File: config.mk
export PLATFORM = sky130hd
export DESIGN_NAME = nc_timing_seq
export DESIGN_NICKNAME = d
export VERILOG_FILES = /design/src/rtl/nc_timing_seq.sv
export SDC_FILE = /design/constraint.sdc
export NUM_CORES = 1
export LEC_CHECK = 0
export CORE_MARGIN = 4
export CORE_UTILIZATION = 50
export CTS_CLUSTER_SIZE = 10
export DETAILED_ROUTE_END_ITERATION = 8
export PLACE_DENSITY_LB_ADDON = 0.12
export SLEW_MARGIN = 20
export SYNTH_ARGS = -nofsm -noshare
export SYNTH_HDL_FRONTEND = slang
export SYNTH_SLANG_ARGS = --single-unit
File: constraint.sdc
create_clock -name i_clk -period 5.85 [get_ports i_clk]
set_input_delay 1.17 -clock i_clk [delete_from_list [all_inputs] [get_ports i_clk]]
set_output_delay 1.17 -clock i_clk [all_outputs]
set_load 0.02 [all_outputs]
File: src/rtl/nc_timing_seq.sv
// Memory-cycle sequencer ahead of NC: accept CPU/panel access, emit ordered strobes, return read data.
// Latency: ack to done is T_ACC+3 cycles; requests are levels held until ack, never acked during Z0NC or mid-access.
module nc_timing_seq #(
    parameter int AW    = 15,
    parameter int DW    = 16,
    parameter int T_ACC = 3
) (
    input  logic          i_clk,
    input  logic          i_rst,
    input  logic          i_req,
    input  logic          i_wr,
    input  logic [AW-1:0] i_addr,
    input  logic [DW-1:0] i_wdata,
    input  logic          i_pnl_req,
    input  logic          i_pnl_wr,
    input  logic [AW-1:0] i_pnl_addr,
    input  logic [DW-1:0] i_pnl_wdata,
    input  logic          i_clr,
    input  logic [DW-1:0] i_NCSC,
    input  logic          i_Cjyc,
    output logic          o_ack,
    output logic          o_pnl_ack,
    output logic          o_busy,
    output logic          o_done,
    output logic [DW-1:0] o_rdata,
    output logic          o_err,
    output logic [15:0]   o_NCDZ,
    output logic [DW-1:0] o_NCSR,
    output logic          o_W1,
    output logic          o_XT,
    output logic          o_XL,
    output logic          o_DL1,
    output logic          o_DL2,
    output logic          o_SZMNC,
    output logic          o_Z0NC
);

    typedef enum logic [2:0] {
        ST_IDLE,
        ST_SETUP,
        ST_SEL,
        ST_WAIT,
        ST_END,
        ST_DONE
    } state_t;

    localparam logic [3:0] WAIT_INIT = 4'((T_ACC > 1) ? (T_ACC - 2) : 0);

    state_t        st;
    state_t        nxt;
    logic [3:0]    wait_cnt;
    logic [1:0]    z0_cnt;
    logic          lat_wr;
    logic          lat_pnl;
    logic [AW-1:0] lat_addr;
    logic [DW-1:0] lat_wdata;

    logic          take_cpu;
    logic          take_pnl;
    logic          d_xt;
    logic          d_xl;
    logic          d_dl1;
    logic          d_dl2;
    logic          d_szmnc;

    // Accepts are held off until the Z0NC window has fully drained, so an ack never overlaps Z0NC.
    assign take_cpu = (st == ST_IDLE) && (z0_cnt == 2'd0) && !i_clr && i_req;
    assign take_pnl = (st == ST_IDLE) && (z0_cnt == 2'd0) && !i_clr && !i_req && i_pnl_req;

    always_ff @(posedge i_clk or posedge i_rst) begin
        if (i_rst) begin
            st <= ST_IDLE;
        end else begin
            st <= nxt;
        end
    end

    always_comb begin
        nxt     = st;
        d_xt    = 1'b0;
        d_xl    = 1'b0;
        d_dl1   = 1'b0;
        d_dl2   = 1'b0;
        d_szmnc = 1'b0;
        case (st)
            ST_IDLE: begin
                if (take_cpu || take_pnl) begin
                    nxt = ST_SETUP;
                end
            end
            ST_SETUP: nxt = ST_SEL;
            ST_SEL: begin
                d_dl1 = lat_pnl;
                d_xl  = !lat_pnl && lat_wr;
                d_xt  = !lat_pnl && !lat_wr;
                nxt   = (T_ACC == 1) ? ST_END : ST_WAIT;
            end
            ST_WAIT: begin
                if (wait_cnt == 4'd0) begin
                    nxt = ST_END;
                end
            end
            ST_END: begin
                d_dl2   = lat_pnl;
                d_szmnc = !lat_pnl;
                nxt     = ST_DONE;
            end
            ST_DONE: nxt = ST_IDLE;
            default: nxt = ST_IDLE;
        endcase
        if (i_clr) begin
            nxt     = ST_IDLE;
            d_xt    = 1'b0;
            d_xl    = 1'b0;
            d_dl1   = 1'b0;
            d_dl2   = 1'b0;
            d_szmnc = 1'b0;
        end
    end

    // Each state's outputs are registered on the edge that leaves it, so they appear one cycle behind st.
    always_ff @(posedge i_clk or posedge i_rst) begin
        if (i_rst) begin
            o_ack     <= 1'b0;
            o_pnl_ack <= 1'b0;
            o_busy    <= 1'b0;
            o_done    <= 1'b0;
            o_rdata   <= '0;
            o_err     <= 1'b0;
            o_NCDZ    <= '0;
            o_NCSR    <= '0;
            o_W1      <= 1'b0;
            o_XT      <= 1'b0;
            o_XL      <= 1'b0;
            o_DL1     <= 1'b0;
            o_DL2     <= 1'b0;
            o_SZMNC   <= 1'b0;
            o_Z0NC    <= 1'b1;
            z0_cnt    <= 2'd2;
            wait_cnt  <= '0;
            lat_wr    <= 1'b0;
            lat_pnl   <= 1'b0;
            lat_addr  <= '0;
            lat_wdata <= '0;
        end else begin
            o_ack     <= take_cpu;
            o_pnl_ack <= take_pnl;
            o_done    <= 1'b0;
            o_XT      <= d_xt;
            o_XL      <= d_xl;
            o_DL1     <= d_dl1;
            o_DL2     <= d_dl2;
            o_SZMNC   <= d_szmnc;
            o_busy    <= (nxt != ST_IDLE) || ((st == ST_DONE) && !i_clr);
            o_Z0NC    <= i_clr || (z0_cnt != 2'd0);

            if (i_clr) begin
                z0_cnt <= 2'd0;
            end else if (z0_cnt != 2'd0) begin
                z0_cnt <= z0_cnt - 2'd1;
            end

            if (take_cpu) begin
                lat_wr    <= i_wr;
                lat_pnl   <= 1'b0;
                lat_addr  <= i_addr;
                lat_wdata <= i_wdata;
            end else if (take_pnl) begin
                lat_wr    <= i_pnl_wr;
                lat_pnl   <= 1'b1;
                lat_addr  <= i_pnl_addr;
                lat_wdata <= i_pnl_wdata;
            end

            if (st == ST_SEL) begin
                wait_cnt <= WAIT_INIT;
            end else if ((st == ST_WAIT) && (wait_cnt != 4'd0)) begin
                wait_cnt <= wait_cnt - 4'd1;
            end

            if (i_clr) begin
                o_W1 <= 1'b0;
            end else begin
                case (st)
                    ST_SETUP: begin
                        o_NCDZ <= 16'(lat_addr);
                        o_NCSR <= lat_wdata;
                        o_W1   <= lat_wr;
                    end
                    ST_DONE: begin
                        o_W1   <= 1'b0;
                        o_done <= 1'b1;
                        o_err  <= lat_pnl ? 1'b0 : i_Cjyc;
                        if (!lat_wr) begin
                            o_rdata <= i_NCSC;
                        end
                    end
                    default: ;
                endcase
            end
        end
    end

endmodule

== After elaboration in Yosys (flattened, before gate mapping) ==
Index checks and enable logic that the tools add are counted.
Storage, ports and cells
  memory bits (read-only): 0
  register bits: 101
  bits in latches: 0
  memories: 0
  bits in writable memories: 0
Cells by class
  div/mod/pow operators: 0
  reductions and logical operators: 29
  bitwise gates (word level): 2
  shifts and indexed selects: 0
  equal/unequal tests: 5
  magnitude comparators: 0
  $mul: 0
  $add $sub $neg: 2
  muxes and demuxes: 31
Operator list (number)
  two-way mux 16 bit: 2
  two-way mux 15 bit: 2
  two-way mux 1 bit: 18
  case mux 3 bit (5 select lines): 1
  logical AND 1 bit: 9
  two-way mux 3 bit: 3
  two-way mux 4 bit: 2
  nonzero test 2 bit: 4
  equality test 3 x 2 -> 1 bit (second input constant): 2
  equality test 3 bit (second input constant): 2
  nonzero test 3 bit: 2
  zero test 1 bit: 4
  zero test 4 bit: 1
  two-way mux 2 bit: 2
  AND reduction 2 bit: 2
  nonzero test 4 bit: 1
  subtractor 4 x 1 -> 4 bit (second input constant): 1
  equality test 3 x 1 -> 1 bit (second input constant): 1
  zero test 3 bit: 1
  logical OR 1 bit: 3
  AND reduction 3 bit: 1
  zero test 2 bit: 1
  NOT 1 bit: 2
  case mux 1 bit (2 select lines): 1
  subtractor 2 x 1 -> 2 bit (second input constant): 1

== Longest topological paths before layout ==
  word-level depth: 11
  mapped depth: 8

== Worst setup path after synthesis ==
No wires, ideal clock.
  path kind: input -> register
  start point: input i_clr
  end point: register lat_addr[13]
  arrival time: 2.391 ns
  required time: 5.727 ns
  stages on the path: 5
  setup slack: 3.337 ns
  buffers on the path: 2
  cells stage by stage: buf_6 > or4b_1 > clkbuf_2 > or3_1 > o221a_2
On the way
  cells in the longest elaborated chain, start to end: 5
RTL lines
  start: declaration: RTL line 18  | input logic i_clr,
  zero test 1 bit (*): RTL line 67, 68
  logical AND 1 bit (*): RTL line 67, 68
  logical AND 1 bit (2 in series): RTL line 68  | assign take_pnl = (st == ST_IDLE) && (z0_cnt == 2'd0) && !i_clr && !i_req && i_pnl_req;
  nonzero test 2 bit (no line)
  end signal: assignment: RTL line 166  | lat_addr <= i_addr;
  end signal: assignment: RTL line 171  | lat_addr <= i_pnl_addr;
  end: declaration: RTL line 55  | logic [AW-1:0] lat_addr;
Mark *: on every way between the ends. The rest lies on a longest branch, timed or not.
A chain may end at the register's enable or synchronous reset.

== Worst setup path after layout ==
  start point: input i_clr
  end point: register lat_addr[11]
The elaborated chain is that of the path after synthesis.

==> out/summary.md <==
The number of core rows came out at 34. Registers take 0.00253 mm². The critical path goes through clkdlybuf4s50_1, nor4b_4, nand2_1, a221oi_1. Of all nets on the critical path, the largest fanout is 30. The kind of cell with the highest combined delay along the critical path is simple AND/OR/NAND/NOR gates.

After filler insertion, the fill cell instance count of the layout stands at 663. With fillers left out, the area of the finished cells amounts to 0.00610 mm². The run gives 0.0104 mm² as the overall die area.

In the synthesized netlist the async set-or-reset flop fraction comes to 100%. The predominant post-synthesis flop cell is dfrtp_1. STA classifies the critical path endpoint as a flip-flop.

The relative slew slack is 26.1%. The critical path buffer and inverter count was 1. The mapped netlist covers 0.00443 mm². The number of port buffers works out to 144. The tightest min-delay check is of the reg -> reg type. Most common library cell in the layout ignoring fill and taps: clkdlybuf4s50_1. The clock drives 101 sinks. Setup repair after global routing left no endpoint under its margin.

In this run, synthesis inferred 0 flip-flops with an integrated enable. The average instance in the mapped netlist occupies 12.5 µm². After detailed routing, the number of vias per cell comes to 5.53. The logs give 282 MHz for the maximum frequency from static timing analysis and 9 for the number of buffers created by CTS. The final antenna diode count is 0, and the actual slew at the worst max-slew pin is 1.11 ns. Portion of the clock cycle consumed by the worst path in the final layout: 60.6%. The synthesized netlist devotes 13.4% of its cell area to compound gates. The area of the core region came out at 0.00868 mm². For this design the top-level I/O count stands at 146. TritonCTS built the clock tree.

Measured along the y axis, the die boundary spans 102 µm. The number of distinct library cell variants in the gate-level netlist after synthesis is 48, and the layout cell share with drive strength beyond 1 is 16.5%. The critical setup path kind was in -> reg. The post-synthesis instance total is 356, and the estimated wirelength of the detail-placed design is 7570 µm.

Once detail routing completed, the nets flagged for antenna violations numbered 0. STA classifies the critical path startpoint as an input pin. For the worst IR drop on VDD, the log shows 0.000174 V.

Routability congestion estimate: 0.803. Time the final worst path needs with I/O delays and setup: 3.55 ns. The routed length per instance is 17.7 µm. The run gives 0 as the quantity of gates resized following cts. The run finished with clean final reports. For this run, the number of Yosys warnings is 0. In the layout the commonest cells are clkdlybuf4s50_1, dfrtp_1, mux2_2.

The total vias in the final route was 3,318. Cells fill 70.3% of the core in the end. The pre-antenna-repair detailed-routing pass consisted of 5 iterations. For this block, the initial DRC count from the detailed router was 159.

In this run the post-CTS setup repair buffer count came out at 0. Overall power consumption after layout is estimated at 0.00245 W. The total wirelength of the detailed-routed design is 10,600 µm. The analysis attributes to cell leakage a power of 2.56 nW.

The setup violation total in the final timing report was 0. The combinational family with the most area after synthesis was compound AO/OA/AOI/OAI gates. For the worst setup path, the data arrival time is 3.80 ns. The tools report the number of levels the H-tree was split into as 3. Clock-pin slew was measured on the worst setup and hold paths at 0.10 ns.

The adder-cell share of the synthesized area is 0.564%, and the flop and latch count out of synthesis is 101. Mux share of post-synthesis cell area: 12.6%. The cell sitting at the root of the clock tree is a clkbuf_8. The initial antenna violation count is 0. In the final layout, the multi-input gates occupy 0.00172 mm².

In the post-synthesis netlist, the biggest area contributors are dfrtp_1, mux2_2, o2bb2ai_1. The number of failing hold endpoints at the final stage came out at 0. The run gives 2 as the largest buffer count on any clock path.

The global-route wire length before repair came out at 17,000 µm. Counting every net in the synthesized netlist gives 444. The die span in x was 102 µm.

Summed over all failing endpoints, the final setup total negative slack is 0 ns. The total power divided by cell area is 401 mW/mm², and the required arrival time at the worst endpoint is 6.11 ns. The area share of the largest cell type after synthesis was 55.9%. The post-synthesis share of cell area spent on xor and xnor gates is 0.198%. Entering global routing, the biggest net connects 57 pins.

After the last flow step, the layout net total stands at 575. The remaining design rule violation count is 0. The count of hold buffers inserted by post-cts repair was 0. The area growth from synthesis to layout is 37.6%. The delay of the slowest critical-path stage works out to 0.82 ns.

The part of the Yosys area used for sequential elements was 57.1%. The initial utilization of the core area, before any placement, comes to 51.1%. Cell at the slowest stage of the critical path: clkdlybuf4s50_1.

Across the run, the number of max-cap violations was 0. The run gives 0.00592 mm² as the placement-stage cell area. The fraction of the mapped netlist area in simple logic gates came out at 11.7%. For the final database, setup skew stands at 0.0114 ns. Clock latency on the worst-skew pair, taken at its later pin, is 0.36 ns. The number of global-route vias before repair came out at 3,494. The most area-hungry cell type in the Yosys netlist was dfrtp_1. The all-layer global routing usage was 20.8%.

The total grt overflow is 0, and the final max-slew violation count is 0.
[layout make-up]
| cell class | count | share of cell area [%] |
|---|---|---|
| Sequential cell | 101 | 41.5 |
| Inverter | 16 | 1.03 |
| Multi-Input combinational cell | 211 | 28.2 |
| Tap cell | 108 | 2.22 |
| Clock inverter | 7 | 0.964 |
| Timing Repair Buffer | 148 | 24.1 |
| Clock buffer | 9 | 2.03 |
[Yosys cell counts (3+ instances only)]
cell	count
o32ai_1	8
a21oi_1	8
nor3_1	14
clkbuf_1	19
nor2_1	10
o2bb2ai_1	21
dfrtp_1	99
nor3b_1	6
nand2_1	6
or3b_2	3
nand2b_1	3
nand3_1	3
and2_1	16
buf_2	4
inv_1	16
mux2_2	46
a31oi_1	17
a221oi_1	10
or2_2	3
a22oi_1	5
[registers in the layout (all words and copies together), names as in the netlist, 2 cells and up]
signal / cells
lat_addr: 15
lat_wdata: 16
o_NCDZ: 15
o_NCSR: 16
o_rdata: 16
st: 3
wait_cnt: 4
z0_cnt: 2
[kinds of logic after synthesis]
logic type                 after synthesis
DFF                                    101
and+or+nand+nor                         80
AOI/OAI and AO/OA                       77
muxes                                   50
buffers and inverters                   44
adders and majority gates                2
other                                    1
xor gates and xnor gates                 1
[per-stage QoR]
stage / cells / setup WS (ns) / hold WS, ns
final: 600 / 2.30 / 0.494
after global routing: 600 / 2.09 / 0.515
after CTS: 600 / 2.32 / 0.496
after detailed placement: 584 / 1.95 / 0.472
after global placement: 584 / 2.07 / 0.465
after floorplan: 356 / 2.04 / 0.451
[final timing paths]
| kind | slack, ns | startpoint | cells past startpoint | endpoint |
|---|---|---|---|---|
| hold reg to reg | 0.49 | lat_addr[3] | 1 | lat_addr[3] |
| setup / recovery | 2.30 | i_clr | 4 | lat_addr[11] |
| min in group asynchronous | 1.20 | i_rst | 2 | o_rdata[9] |
| hold / removal | 0.49 | lat_addr[3] | 1 | lat_addr[3] |
| max in group asynchronous | 3.55 | i_rst | 3 | lat_wdata[12] |
| setup reg to reg | 3.32 | z0_cnt[0] | 5 | lat_addr[11] |
[routing by layer]
layer	vias up	routed length (µm)	track usage [%]
met5	-	0	0
met4	0	105	6.16
met3	9	664	4.98
met2	92	5480	35.3
met1	1649	4390	26.6
li1	1568	-	-
[power breakdown]
| group | leakage [nW] | internal, W | switching, W |
|---|---|---|---|
| logic | 1.18 | 0.000489 | 0.000444 |
| registers | 1.28 | 0.000938 | 0.000160 |
| clock network | 0.0917 | 0.000161 | 0.000253 |
No activity file was read; power rests on OpenSTA's default activity.
